## src/rtl/serial_frame_pkg.sv

```systemverilog
// Shared constants for the 1011-framed serial link: state encoding and preamble.
// Used by both the transmitter and the receiver end of the link.
package serial_frame_pkg;

   typedef enum logic [4:0] {
      ST_IDLE = 5'b00001,
      ST_PRE  = 5'b00010,
      ST_DATA = 5'b00100,
      ST_PAR  = 5'b01000,
      ST_GAP  = 5'b10000
   } state_e;

   localparam logic [3:0] PREAMBLE = 4'b1011;
   localparam int         PRE_LEN  = 4;

   function automatic int max3(input int a, input int b, input int c);
      int m;
      m = (a > b) ? a : b;
      return (m > c) ? m : c;
   endfunction

endpackage

```

## src/rtl/serial_frame_shreg.sv

```systemverilog
// Loadable MSB-first shift register; zeros enter at the LSB on each shift.
module serial_frame_shreg #(
   parameter int W = 8
) (
   input  logic         clk_i,
   input  logic         rst_n_i,
   input  logic         load_i,
   input  logic         shift_i,
   input  logic [W-1:0] din_i,
   output logic         sout_o
);

   logic [W-1:0] sr_q, sr_d;

   always_comb begin
      sr_d = sr_q;
      if (load_i)       sr_d = din_i;
      else if (shift_i) sr_d = sr_q << 1;
   end

   // NOTE: a shift register is ordinary state, not a memory array, so it takes the reset like any flop.
   always_ff @(posedge clk_i or negedge rst_n_i) begin
      if (!rst_n_i) sr_q <= '0;
      else          sr_q <= sr_d;
   end

   assign sout_o = sr_q[W-1];

endmodule

```

## src/rtl/serial_frame_tx.sv

```systemverilog
// Serial frame transmitter: preamble 1011, DW payload bits MSB-first, optional
// even-parity bit (SERIAL_FRAME_TX_PARITY_EN), then GAP idle-low cycles.
module serial_frame_tx
   import serial_frame_pkg::*;
#(
   parameter int DW  = 8,
   parameter int GAP = 2
) (
   input  logic          clk_i,
   input  logic          rst_n_i,
   input  logic [DW-1:0] data_i,
   input  logic          valid_i,
   output logic          ready_o,
   output logic          seq_o,
   output logic          busy_o,
   output logic          done_o
);

   localparam int             CW        = $clog2(max3(DW, GAP, PRE_LEN) + 1);
   localparam logic [CW-1:0]  PRE_LOAD  = CW'(PRE_LEN - 1);
   localparam logic [CW-1:0]  DATA_LOAD = CW'(DW - 1);
   localparam logic [CW-1:0]  GAP_LOAD  = CW'((GAP > 0) ? GAP - 1 : 0);
   localparam state_e         END_ST    = (GAP > 0) ? ST_GAP : ST_IDLE;

   state_e        state_q, state_d;
   logic [CW-1:0] cnt_q, cnt_d;
   logic          seq_q, seq_d;
   logic          last_q, last_d;
   logic          done_q, done_d;
   logic          pre_shift, dat_shift, pre_sout, dat_sout, hs;

`ifdef SERIAL_FRAME_TX_PARITY_EN
   logic          par_q, par_d;
`endif

   assign ready_o = (state_q == ST_IDLE);
   assign busy_o  = !ready_o;
   assign hs      = valid_i && ready_o;
   assign seq_o   = seq_q;
   assign done_o  = done_q;

   serial_frame_shreg #(.W(PRE_LEN)) u_pre (
      .clk_i   (clk_i),
      .rst_n_i (rst_n_i),
      .load_i  (hs),
      .shift_i (pre_shift),
      .din_i   (PREAMBLE),
      .sout_o  (pre_sout)
   );

   serial_frame_shreg #(.W(DW)) u_dat (
      .clk_i   (clk_i),
      .rst_n_i (rst_n_i),
      .load_i  (hs),
      .shift_i (dat_shift),
      .din_i   (data_i),
      .sout_o  (dat_sout)
   );

   // NOTE: every signal written here gets a default first so no path can infer a latch.
   always_comb begin
      state_d   = state_q;
      cnt_d     = cnt_q;
      seq_d     = 1'b0;
      last_d    = 1'b0;
      done_d    = last_q;
      pre_shift = 1'b0;
      dat_shift = 1'b0;
`ifdef SERIAL_FRAME_TX_PARITY_EN
      par_d     = hs ? ^data_i : par_q;
`endif
      case (state_q)
         ST_IDLE: if (valid_i) begin
            state_d = ST_PRE;
            cnt_d   = PRE_LOAD;
         end
         ST_PRE: begin
            seq_d     = pre_sout;
            pre_shift = 1'b1;
            if (cnt_q == '0) begin
               state_d = ST_DATA;
               cnt_d   = DATA_LOAD;
            end else begin
               cnt_d = cnt_q - 1'b1;
            end
         end
         ST_DATA: begin
            seq_d     = dat_sout;
            dat_shift = 1'b1;
            if (cnt_q == '0) begin
`ifdef SERIAL_FRAME_TX_PARITY_EN
               state_d = ST_PAR;
               cnt_d   = '0;
`else
               state_d = END_ST;
               cnt_d   = GAP_LOAD;
               last_d  = 1'b1;
`endif
            end else begin
               cnt_d = cnt_q - 1'b1;
            end
         end
`ifdef SERIAL_FRAME_TX_PARITY_EN
         ST_PAR: begin
            seq_d   = par_q;
            state_d = END_ST;
            cnt_d   = GAP_LOAD;
            last_d  = 1'b1;
         end
`endif
         ST_GAP: begin
            if (cnt_q == '0) state_d = ST_IDLE;
            else             cnt_d   = cnt_q - 1'b1;
         end
         default: begin
            state_d = ST_IDLE;
            cnt_d   = '0;
         end
      endcase
   end

   // seq and done lag the state by one cycle, so the last-bit marker is piped once more for done.
   // NOTE: sequential state uses non-blocking assignments so all flops update from pre-edge values.
   always_ff @(posedge clk_i or negedge rst_n_i) begin
      if (!rst_n_i) begin
         state_q <= ST_IDLE;
         cnt_q   <= '0;
         seq_q   <= 1'b0;
         last_q  <= 1'b0;
         done_q  <= 1'b0;
`ifdef SERIAL_FRAME_TX_PARITY_EN
         par_q   <= 1'b0;
`endif
      end else begin
         state_q <= state_d;
         cnt_q   <= cnt_d;
         seq_q   <= seq_d;
         last_q  <= last_d;
         done_q  <= done_d;
`ifdef SERIAL_FRAME_TX_PARITY_EN
         par_q   <= par_d;
`endif
      end
   end

endmodule

```

## config.mk

```make
export PLATFORM = sky130hd
export DESIGN_NAME = serial_frame_tx
export DESIGN_NICKNAME = d
export VERILOG_FILES = /design/src/rtl/serial_frame_pkg.sv /design/src/rtl/serial_frame_shreg.sv /design/src/rtl/serial_frame_tx.sv
export SDC_FILE = /design/constraint.sdc
export NUM_CORES = 1
export LEC_CHECK = 0
export ABC_AREA = 1
export CORE_MARGIN = 2
export CORE_UTILIZATION = 57
export CTS_CLUSTER_SIZE = 20
export DETAILED_ROUTE_END_ITERATION = 8
export GPL_ROUTABILITY_DRIVEN = 0
export PLACE_DENSITY_LB_ADDON = 0.15
export SLEW_MARGIN = 5
export SYNTH_ARGS = -nofsm -noshare
export SYNTH_HDL_FRONTEND = slang
export SYNTH_SLANG_ARGS = --single-unit
```

## constraint.sdc

```tcl
create_clock -name clk_i -period 3.1 [get_ports clk_i]
set_input_delay 0.31 -clock clk_i [delete_from_list [all_inputs] [get_ports clk_i]]
set_output_delay 0.31 -clock clk_i [all_outputs]
set_load 0.005 [all_outputs]
```

==> After elaboration in Yosys (flattened, before gate mapping) <==
Index checks and enable logic that the tools add are counted.
{ "totals": {"ff_bits": 24, "input_bits": 11, "output_inout_bits": 4, "elab_cells": 43} }
{ "op_classes": {"add_sub_neg": 1, "n_eq_ne": 9, "mux": 19, "reduce_logical": 7} }
{ "op_table": {"columns": ["cell", "n"], "rows": [
  ["$mux 4", 6],
  ["$mux 5", 4],
  ["$pmux 5 s4", 1],
  ["$mux 8", 2],
  ["$pmux 4 s4", 1],
  ["$ne 2x2->1 const B", 5],
  ["$eq 5x1->1 const B", 1],
  ["$eq 5x2->1 const B", 1],
  ["$eq 5x3->1 const B", 1],
  ["$eq 5x5->1 const B", 1],
  ["$logic_not 4->1", 1],
  ["$mux 1", 4],
  ["$reduce_and 4->1", 1],
  ["$reduce_bool 2->1", 2],
  ["$sub 4x1->4 const B", 1],
  ["$pmux 1 s2", 1],
  ["$reduce_and 2->1", 1],
  ["$logic_and 1x1->1", 1],
  ["$logic_not 1->1", 1]
]} }

==> Logic depth before layout (Yosys ltp) <==
Gate-level depths: netlist of run 1.
{ "depth": {"word_depth": 4, "ltp_mapped": 9, "mapped_depth_nobuf": 9} }

==> Cells and area by module <==
Synthesis of run 1 repeated with hierarchy kept, for this count alone.
{ "unflattened": {"cells_unflattened": 151, "area_unflattened_um2": 1206.2} }
{ "modules_own_cells": {"columns": ["mod", "n_inst", "cells_each", "area_per_inst_um2"], "rows": [
  ["serial_frame_tx", 1, 87, 655.6],
  ["serial_frame_shreg at u_dat", 1, 43, 376.6],
  ["serial_frame_shreg at u_pre", 1, 21, 173.9]
]} }

==> Least setup slack after synthesis of run 1 <==
No wires, ideal clock.
{ "synth_timing": {"path_kind": "flip-flop to flip-flop", "startpoint": "register cnt_q[0]", "endpoint": "register cnt_q[2]", "setup_ns": 0.117, "t_arrival_ns": 1.125, "t_required_ns": 2.983, "path_slack_ns": 1.858, "stages_incl_launch_ff": 9, "path_buffers": 0, "cell_sequence": "dfrtp_1 -> inv_1 -> ha_1 -> nand2_2 -> nor2_2 -> nor2_4 -> inv_2 -> nand2_1 -> nand2_1"} }
{ "synth_between": {"elab_chain_len": 3, "elab_cells_between_ends": 8, "classes_between": "add/sub: 1; eq/ne: 1; mux: 4; reduce/logical: 2"} }
{ "synth_rtl": {"columns": ["element", "line", "source"], "rows": [
  ["start, declared", "serial_frame_tx.sv:26", "logic [CW-1:0] cnt_q, cnt_d;"],
  ["start signal, assigned", "serial_frame_tx.sv:136", "cnt_q <= cnt_d;"],
  ["$sub 4x1->4 / $logic_not 4->1 (equally long branches)", null, null],
  ["$mux 4 (tied with other cells)", "serial_frame_tx.sv:112", "if (cnt_q == '0) state_d = ST_IDLE;"],
  ["$pmux 4 s4 / $reduce_and 2->1 (equally long branches)", null, null]
]} }
Several ways; a longest one is shown, not always the timed one. The select of a mux whose other input is x is not followed.
A chain may end at the register's enable or synchronous reset.

==> Final worst setup path of run 1 <==
{ "layout_timing": {"startpoint": "register state_q[0]", "endpoint": "output ready_o"} }
{ "layout_between": {"elab_chain_len": 1} }
{ "layout_rtl": {"columns": ["element", "line", "source"], "rows": [
  ["start, declared", "serial_frame_tx.sv:25", "state_e state_q, state_d;"],
  ["start signal, assigned", "serial_frame_tx.sv:135", "state_q <= state_d;"],
  ["$eq 5x1->1", "serial_frame_tx.sv:36", "assign ready_o = (state_q == ST_IDLE);"],
  ["end, declared", "serial_frame_tx.sv:13", "output logic ready_o,"]
]} }
Every way passes these cells.

==> results.txt, run 1 <==
Kind of capture point of the worst setup path: a primary output. The switching power share of the total works out to 41.60%. Synthesis inferred 23 register bits.

The leading cell type by number of instances after synthesis is sky130_fd_sc_hd__nand2_1. Power share of the clock group: 12.0%. The flow ran to the end, and the final reports show no timing, DRC or antenna violations. The diode insertion count for antenna repair was 0; the largest fanout of any net on the critical path was 4. The overall via count from detail_route is 917, and the number of vias per cell is 4.957. The global routing usage summed across all routing layers was 20.17%. After detailed routing, the average wire length per cell comes to 11.16 microns.

Including well taps, the total number of placed cells is 181. The final layout net count was 171. The logs give 0 for the final hold violation count and 15 for the count of pins on the block boundary. STA puts the critical path data arrival time at 1650 ps. The root buffer cell chosen for the clock tree is sky130_fd_sc_hd__clkbuf_4. The clock arrives with 7.859 ps of skew. The tools report the worst slack at placement as 1500 ps. Row generation in the floorplan step produced 16 rows. The run gives 0 ps as the final setup TNS. The run gives 3.067% as the met3 track demand over resource. By count the netlist is led by 52 x sky130_fd_sc_hd__nand2_1, 22 x sky130_fd_sc_hd__dfrtp_1, 13 x sky130_fd_sc_hd__inv_1, 13 x sky130_fd_sc_hd__nand3_1, 8 x sky130_fd_sc_hd__nor2_1.

The first global-routing pass estimated 3698 microns of wire. Sorting the synthesized cells by area gives the leading types as sky130_fd_sc_hd__dfrtp_1 48%, sky130_fd_sc_hd__nand2_1 17%, sky130_fd_sc_hd__nand3_1 5.6%. The core region is 1942 sq um.

Across all setup checks in the final design, the least slack found is 1137 ps. Clock transition at the registers of the reported paths: 130 ps. The number of setup buffers added after CTS is 0. For this configuration, the core starts out at a cell density of 59.54%. Hold repair after CTS inserted 0 buffers. The tools report the routing usage on met1 as 27.78%. The tools report the HPWL reported at the end of detailed placement as 1568 microns. Summing every instance area after synthesis gives 1156 sq um. A synthesized cell averages 8.199 sq um. After technology mapping, the gate count stands at 141.

From synthesis to final layout, the design area changed by 16.45%. The share of post-route cells with drive strength above 1 is 13.92%. Port buffering added 14 buffers.

TritonCTS built the clock tree. The final critical delay including setup and external delays works out to 1963 ps. The run gives 23 as the count of unique library cells instantiated by Yosys. For this block, the initial DRC count from the detailed router was 21.

Cell internal power was estimated by the tool at 675.8 uW. The library cell occupying the most area in the post-synthesis netlist was sky130_fd_sc_hd__dfrtp_1. The largest net degree at the start of global routing was 24. Power spread over the standard cell area amounts to 859.4 nW/um^2.

After synthesis, the share of flip-flops with an asynchronous set or reset is 100.0%. The final count of pins violating max slew is 0. The Yosys step of the flow raised 0 warnings.

STA classifies the critical path startpoint as a register. Sequential elements use 49.89% of the synthesized area. The height of the die came out at 49.04 microns.

The required time at the endpoint of the critical path came out at 2790 ps. The layer with the highest usage was met2. The die covers 2404 sq um. The slew at the pin closest to its max-slew limit came out at 981.1 ps. Setup repair after global routing left no endpoint under its margin. The logs give 23 for the sink count of the clock tree and 0 for the number of cells upsized or downsized after cts.

The share of total power dissipated in sequential elements is 41.8%. The clock reaches the later pin of the worst-skew pair after 310 ps. Of the total power, combinational logic draws 46.2%. The synthesized design contains 0 enable-type register cells. The global route total overflow is 0, and the number of H-tree branching levels is 1. The length of the first detailed-routing pass in iterations is 4, and the number of failing setup endpoints in the final timing report is 0. Wires add up to 2065 microns. Total power for the finished layout comes to 1157 uW. The logs give 0.5094 GHz for the peak clock frequency supported by timing and 0 for the initial antenna violation count. The number of nets in the synthesized netlist is 153. After layout, the worst path uses 63.33% of the clock period. The worst slew margin relative to its limit was 34.39%; the remaining antenna violation count after routing was 0. In this run the horizontal extent of the chip is 49.04 microns.

Summed over all cells, the static leakage comes to 0.0006738 uW. IR analysis of the VDD net gives a maximum drop of 675.8 uV. The switching power of the nets came out at 481.3 uW.

The via count of the first global-routing pass is 847. The setup path with the least slack is of type reg -> out. The commonest register cell after synthesis was sky130_fd_sc_hd__dfrtp_1. The tightest min-delay check is of the reg -> reg type. The number of maximum-capacitance violations came out at 0. The post-route DRC violation count was 0; the number of CTS-inserted buffers was 3. The non-filler instance count after layout was 185. For the met2 track demand over resource in global routing, the log shows 31.96%.

Hold timing on the final database bottoms out at a slack of 373.2 ps. Summed over its instances, the top area cell type makes up 47.62% of the synthesized netlist area. The longest clock path from root to sink contains 2 buffers.
==> critical path, stage by stage (launching register included) <==
cell and delay [ps]:
sky130_fd_sc_hd__dfstp_2 580, sky130_fd_sc_hd__nand2_1 90, sky130_fd_sc_hd__nor2_4 150, sky130_fd_sc_hd__clkdlybuf4s50_1 510
==> metal layers <==
metal | up-vias | share of wire [%]
li1 | 478 | -
met5 | - | 0
met3 | 4 | 3.0
met4 | 0 | 2.0
met1 | 418 | 48
met2 | 17 | 47
==> cell usage in the layout (no fill, tap or decap), drive strengths merged <==
cell type	instances
xor2	1
dfstp	1
o31ai	2
ha	1
o211ai	2
nor2	15
clkdlybuf4s50	14
a31oi	1
dfrtp	22
nand3	15
clkbuf	3
inv	15
o21ai	6
nand2	56
nand3b	1
clkinv	2
a21oi	1
==> power groups by stage <==
stage	combinational [uW]	clock [uW]	sequential (uW)
floorplan	407	0	475
global placement	519	0	484
detailed placement	535	0	490
CTS	538	141	484
global route	613	149	498
finish	535	139	483
==> path summary, 6_finish.rpt <==
path	startpoint	cells past startpoint	slack, ps	endpoint
max in group asynchronous	rst_n_i	1	1980	cnt_q[2]$_DFFE_PN0P_
max reg2reg	state_q[0]$_DFFE_PN1P_	7	1610	u_dat.sr_q[2]$_DFFE_PN0P_
min reg2reg	done_d$_DFF_PN0_	0	370	done_o$_DFF_PN0_
max	state_q[0]$_DFFE_PN1P_	3	1140	ready_o
min in group asynchronous	rst_n_i	1	520	state_q[4]$_DFFE_PN0P_
min	done_d$_DFF_PN0_	0	370	done_o$_DFF_PN0_
==> kinds of logic (layout without fill, tap and decap cells) <==
family	Yosys count	in the layout	share of synthesized area, %
AND/OR/NAND/NOR	87	87	35.17
buffers and inverters	17	34	6.602
adder cells (fa/ha/maj)	1	1	1.082
XOR/XNOR	1	1	0.7577
flip-flops	23	23	49.89
AO/OA/AOI/OAI	12	12	6.492
==> registers in the layout, summed over array words and instances, names as in the netlist <==
register / count
u_pre.sr_q: 4
cnt_q: 4
u_dat.sr_q: 8
done_d: 1
done_o: 1
state_q: 4
seq_o: 1
==> final cells by class <==
class | instances | area, sq um
Multi-Input combinational cell | 101 | 503.0
Clock buffer | 3 | 22.52
Fill cell | 160 | 595.6
Clock inverter | 1 | 5.005
Timing Repair Buffer | 14 | 140.1
Sequential cell | 23 | 576.8
Tap cell | 27 | 33.78
Inverter | 16 | 65.06
==> stage by stage <==
step | utilization, % | area (sq um)
after floorplan | - | 1156
after global placement | 67.91 | 1319
after detailed placement | 67.91 | 1319
after CTS | 69.33 | 1346
after global routing | 69.33 | 1346
final | 69.33 | 1346
(Power assumes the default switching activity.)
==> run 2: changes to the inputs <==
--- a/config.mk
+++ b/config.mk
@@ -7,7 +7,7 @@
 export LEC_CHECK = 0
 export ABC_AREA = 1
 export CORE_MARGIN = 2
-export CORE_UTILIZATION = 57
+export CORE_UTILIZATION = 53
 export CTS_CLUSTER_SIZE = 20
 export DETAILED_ROUTE_END_ITERATION = 8
 export GPL_ROUTABILITY_DRIVEN = 0
==> constraint.sdc (replaced) <==
create_clock -name clk_i -period 2 [get_ports clk_i]
set_input_delay 0.2 -clock clk_i [delete_from_list [all_inputs] [get_ports clk_i]]
set_output_delay 0.2 -clock clk_i [all_outputs]
set_load 0.005 [all_outputs]
==> run 2 against run 1 <==
- setup slack got worse by 980 ps
- hold slack got worse by 140 ps
- non-clock buffer count rose by 1
- power rose by 56%
- first-iteration DRC count fell by 14%
- register-to-register slack got worse by 1100 ps
- clock-buffer cell count rose by 1
- combinational power rose by 56%
- wire length rose by 3.2%
- clock power rose by 55%
- via count rose by 2.3%
- critical endpoint unchanged
- largest cell class unchanged
==> results.txt, run 2 (synthesis results as in run 1) <==
The flow ran to the end, and the final reports show no timing, DRC or antenna violations. For the number of maximum-capacitance violations, the log shows 0 (unchanged). TritonCTS built the clock tree. STA classifies the critical path startpoint as a register.

The worst IR drop on VDD is 694.7 uV (+2.8%). The starting DRC count in detailed routing was 18 (-14%). The largest fanout of any net on the critical path came out at 4 (unchanged).

The total setup buffers inserted after CTS is 0 (unchanged), and the standby leakage power is 0.0006759 uW (+0.31%). For the final layout net count, the log shows 172 (+0.58%). The final design utilization was 67.56% (-1.8 points). For the final count of pins violating max slew, the log shows 0 (unchanged). The tools report the post-route DRC violation count as 0 (unchanged). The worst path in the final design needs a cycle of 1838 ps, including I/O delays and setup.

The tree is rooted in a sky130_fd_sc_hd__clkbuf_4. The number of flip-flops in the largest register works out to 8 (unchanged). The global route total overflow was 0 (unchanged); the number of vias per cell was 5.043 (+1.7%). Required time at the endpoint of the critical path: 1800 ps (-990 ps). Ranked by flip-flop count, first place goes to u_dat.sr_q. The count of pins on the block boundary came out at 15 (unchanged).

The kind of path behind the tightest hold check is in -> async. Setup repair after global routing left no endpoint under its margin. For the global routing usage summed across all routing layers, the log shows 19.92% (-0.25 points). The tools report the die area as 2571 sq um (+6.9%). The commonest non-fill, non-tap cell in the layout was sky130_fd_sc_hd__nand2_1. The initial antenna violation count came out at 0 (unchanged).

The number of CTS-inserted buffers is 3 (unchanged). The worst-case register-to-register setup slack was 520 ps (-1090 ps); the share of post-route cells with drive strength above 1 was 13.84% (-0.088 points). From synthesis to final layout, the design area changed by 16.99%. The number of rows created at floorplan is 16 (unchanged), and the final hold violation count is 0 (unchanged). The run gives 0 (unchanged) as the number of cells upsized or downsized after cts.

The via count of the first global-routing pass came out at 899 (+6.1%). The tools report the number of failing setup endpoints in the final timing report as 0 (unchanged). The aggregate routed wire length is 2132 microns (+3.2%). Height of the die: 50.71 microns (+3.4%).

The remaining antenna violation count after routing came out at 0 (unchanged). The worst slew margin relative to its limit is 81.37% (+47 points). The tools report the total core area as 2002 sq um (+3.1%). The number of buffers inserted by port buffering came out at 14 (unchanged).

The final critical path takes up 91.92% of the cycle. The worst setup path is captured at a primary output. The largest net degree at the start of global routing is 24 (unchanged). The average routed wire per standard cell was 11.46 microns (+2.7%); the peak clock frequency supported by timing was 0.5440 GHz. The logs give 2 (unchanged) for the maximum number of buffers from clock root to sink and 57.75% (-1.8 points) for the starting density of the core. The number of H-tree branching levels was 1 (unchanged); the cell area power density was 1331 nW/um^2 (+55%). The tools report the diode insertion count for antenna repair as 0 (unchanged).

The library cells used most frequently in the layout, excluding fill and tap cells, are 52 x sky130_fd_sc_hd__nand2_1, 22 x sky130_fd_sc_hd__dfrtp_1, 14 x sky130_fd_sc_hd__clkdlybuf4s50_1, 13 x sky130_fd_sc_hd__nand3_1, 13 x sky130_fd_sc_hd__inv_1. By startpoint and endpoint, the worst setup path is classified as reg -> out. For the number of hold-repair buffers added at the cts stage, the log shows 0 (unchanged). The total power draw is 1800 uW (+56%). For the worst clock skew on the final layout, the log shows 2.263 ps (-5.597 ps). The clock latency on the worst-skew pair came out at 310 ps (about the same). The slew at the pin closest to its max-slew limit came out at 279.4 ps (-701.7 ps). The first-pass GRT wire length is 3746 microns (+1.3%), and the sink count of the clock tree is 23 (unchanged). The tools report the data arrival time of the critical path as 1640 ps (about the same). The run gives 1608 microns (+2.6%) as the HPWL reported at the end of detailed placement. The overall via count from detail_route is 938 (+2.3%), and the die span in x is 50.71 microns (+3.4%). Clock transition at the registers of the reported paths: 120 ps (about the same).

The length of the first detailed-routing pass in iterations came out at 4 (unchanged). The final setup TNS came out at 0 ps (unchanged).
==> run 2: cell types whose count changed in the layout (fill, tap and decap cells not counted) <==
cell                       previous run  this run
sky130_fd_sc_hd__clkbuf_1             0         1
sky130_fd_sc_hd__clkinv_2             1         0
sky130_fd_sc_hd__buf_4                0         1
==> run 2: routing by layer <==
layer  global-route usage, %  routed length (microns)  vias to the layer above
li1                        -                        -                      479
met1                   25.69                     1032                      438
met2                   31.14                      974                       17
met3                   3.274                       75                        4
met4                   12.61                       49                        0
met5                       0                        0                        -
==> run 2: cell type report <==
type / instances / area (sq um)
multi-input cells: 101 / 503.0
flip-flops and latches: 23 / 576.8
inverters: 16 / 65.06
repair buffers: 15 / 147.6
clock buffers: 4 / 26.28
fillers: 168 / 649.4
well taps: 27 / 33.78
==> run 2: final timing paths <==
check	startpoint	end	depth (start not counted)
worst max register to register	state_q[0]$_DFFE_PN1P_	u_dat.sr_q[5]$_DFFE_PN0P_	7
worst min-delay path	rst_n_i	state_q[4]$_DFFE_PN0P_	2
worst max-delay path	state_q[0]$_DFFE_PN1P_	ready_o	3
worst min register to register	done_d$_DFF_PN0_	done_o$_DFF_PN0_	0
min in group clk_i	done_d$_DFF_PN0_	done_o$_DFF_PN0_	0
max in group asynchronous	rst_n_i	state_q[0]$_DFFE_PN1P_	2
==> run 2: per-stage QoR <==
stage	area, sq um	instances	setup slack, ps	hold WS (ps)
2_1_floorplan	1156	141	757.7	-95.59
3_3_place_gp	1326	182	532.5	334.5
3_5_place_dp	1326	182	513.0	339.7
4_1_cts	1353	186	142.3	232.5
5_1_grt	1353	186	74.26	258.1
6_report	1353	186	161.6	236.9
==> run 2: power breakdown <==
| group | switching [uW] | internal (uW) | total, uW |
|---|---|---|---|
| Sequential | 103 | 644 | 747 |
| Clock | 138 | 78.1 | 216 |
| Combinational | 506 | 330 | 836 |
==> run 2: worst max-delay path: stages, from the launching register on <==
cell                              delay (ps)
sky130_fd_sc_hd__dfstp_2                 580
sky130_fd_sc_hd__nand2_1                  90
sky130_fd_sc_hd__nor2_4                  140
sky130_fd_sc_hd__clkdlybuf4s50_1         510
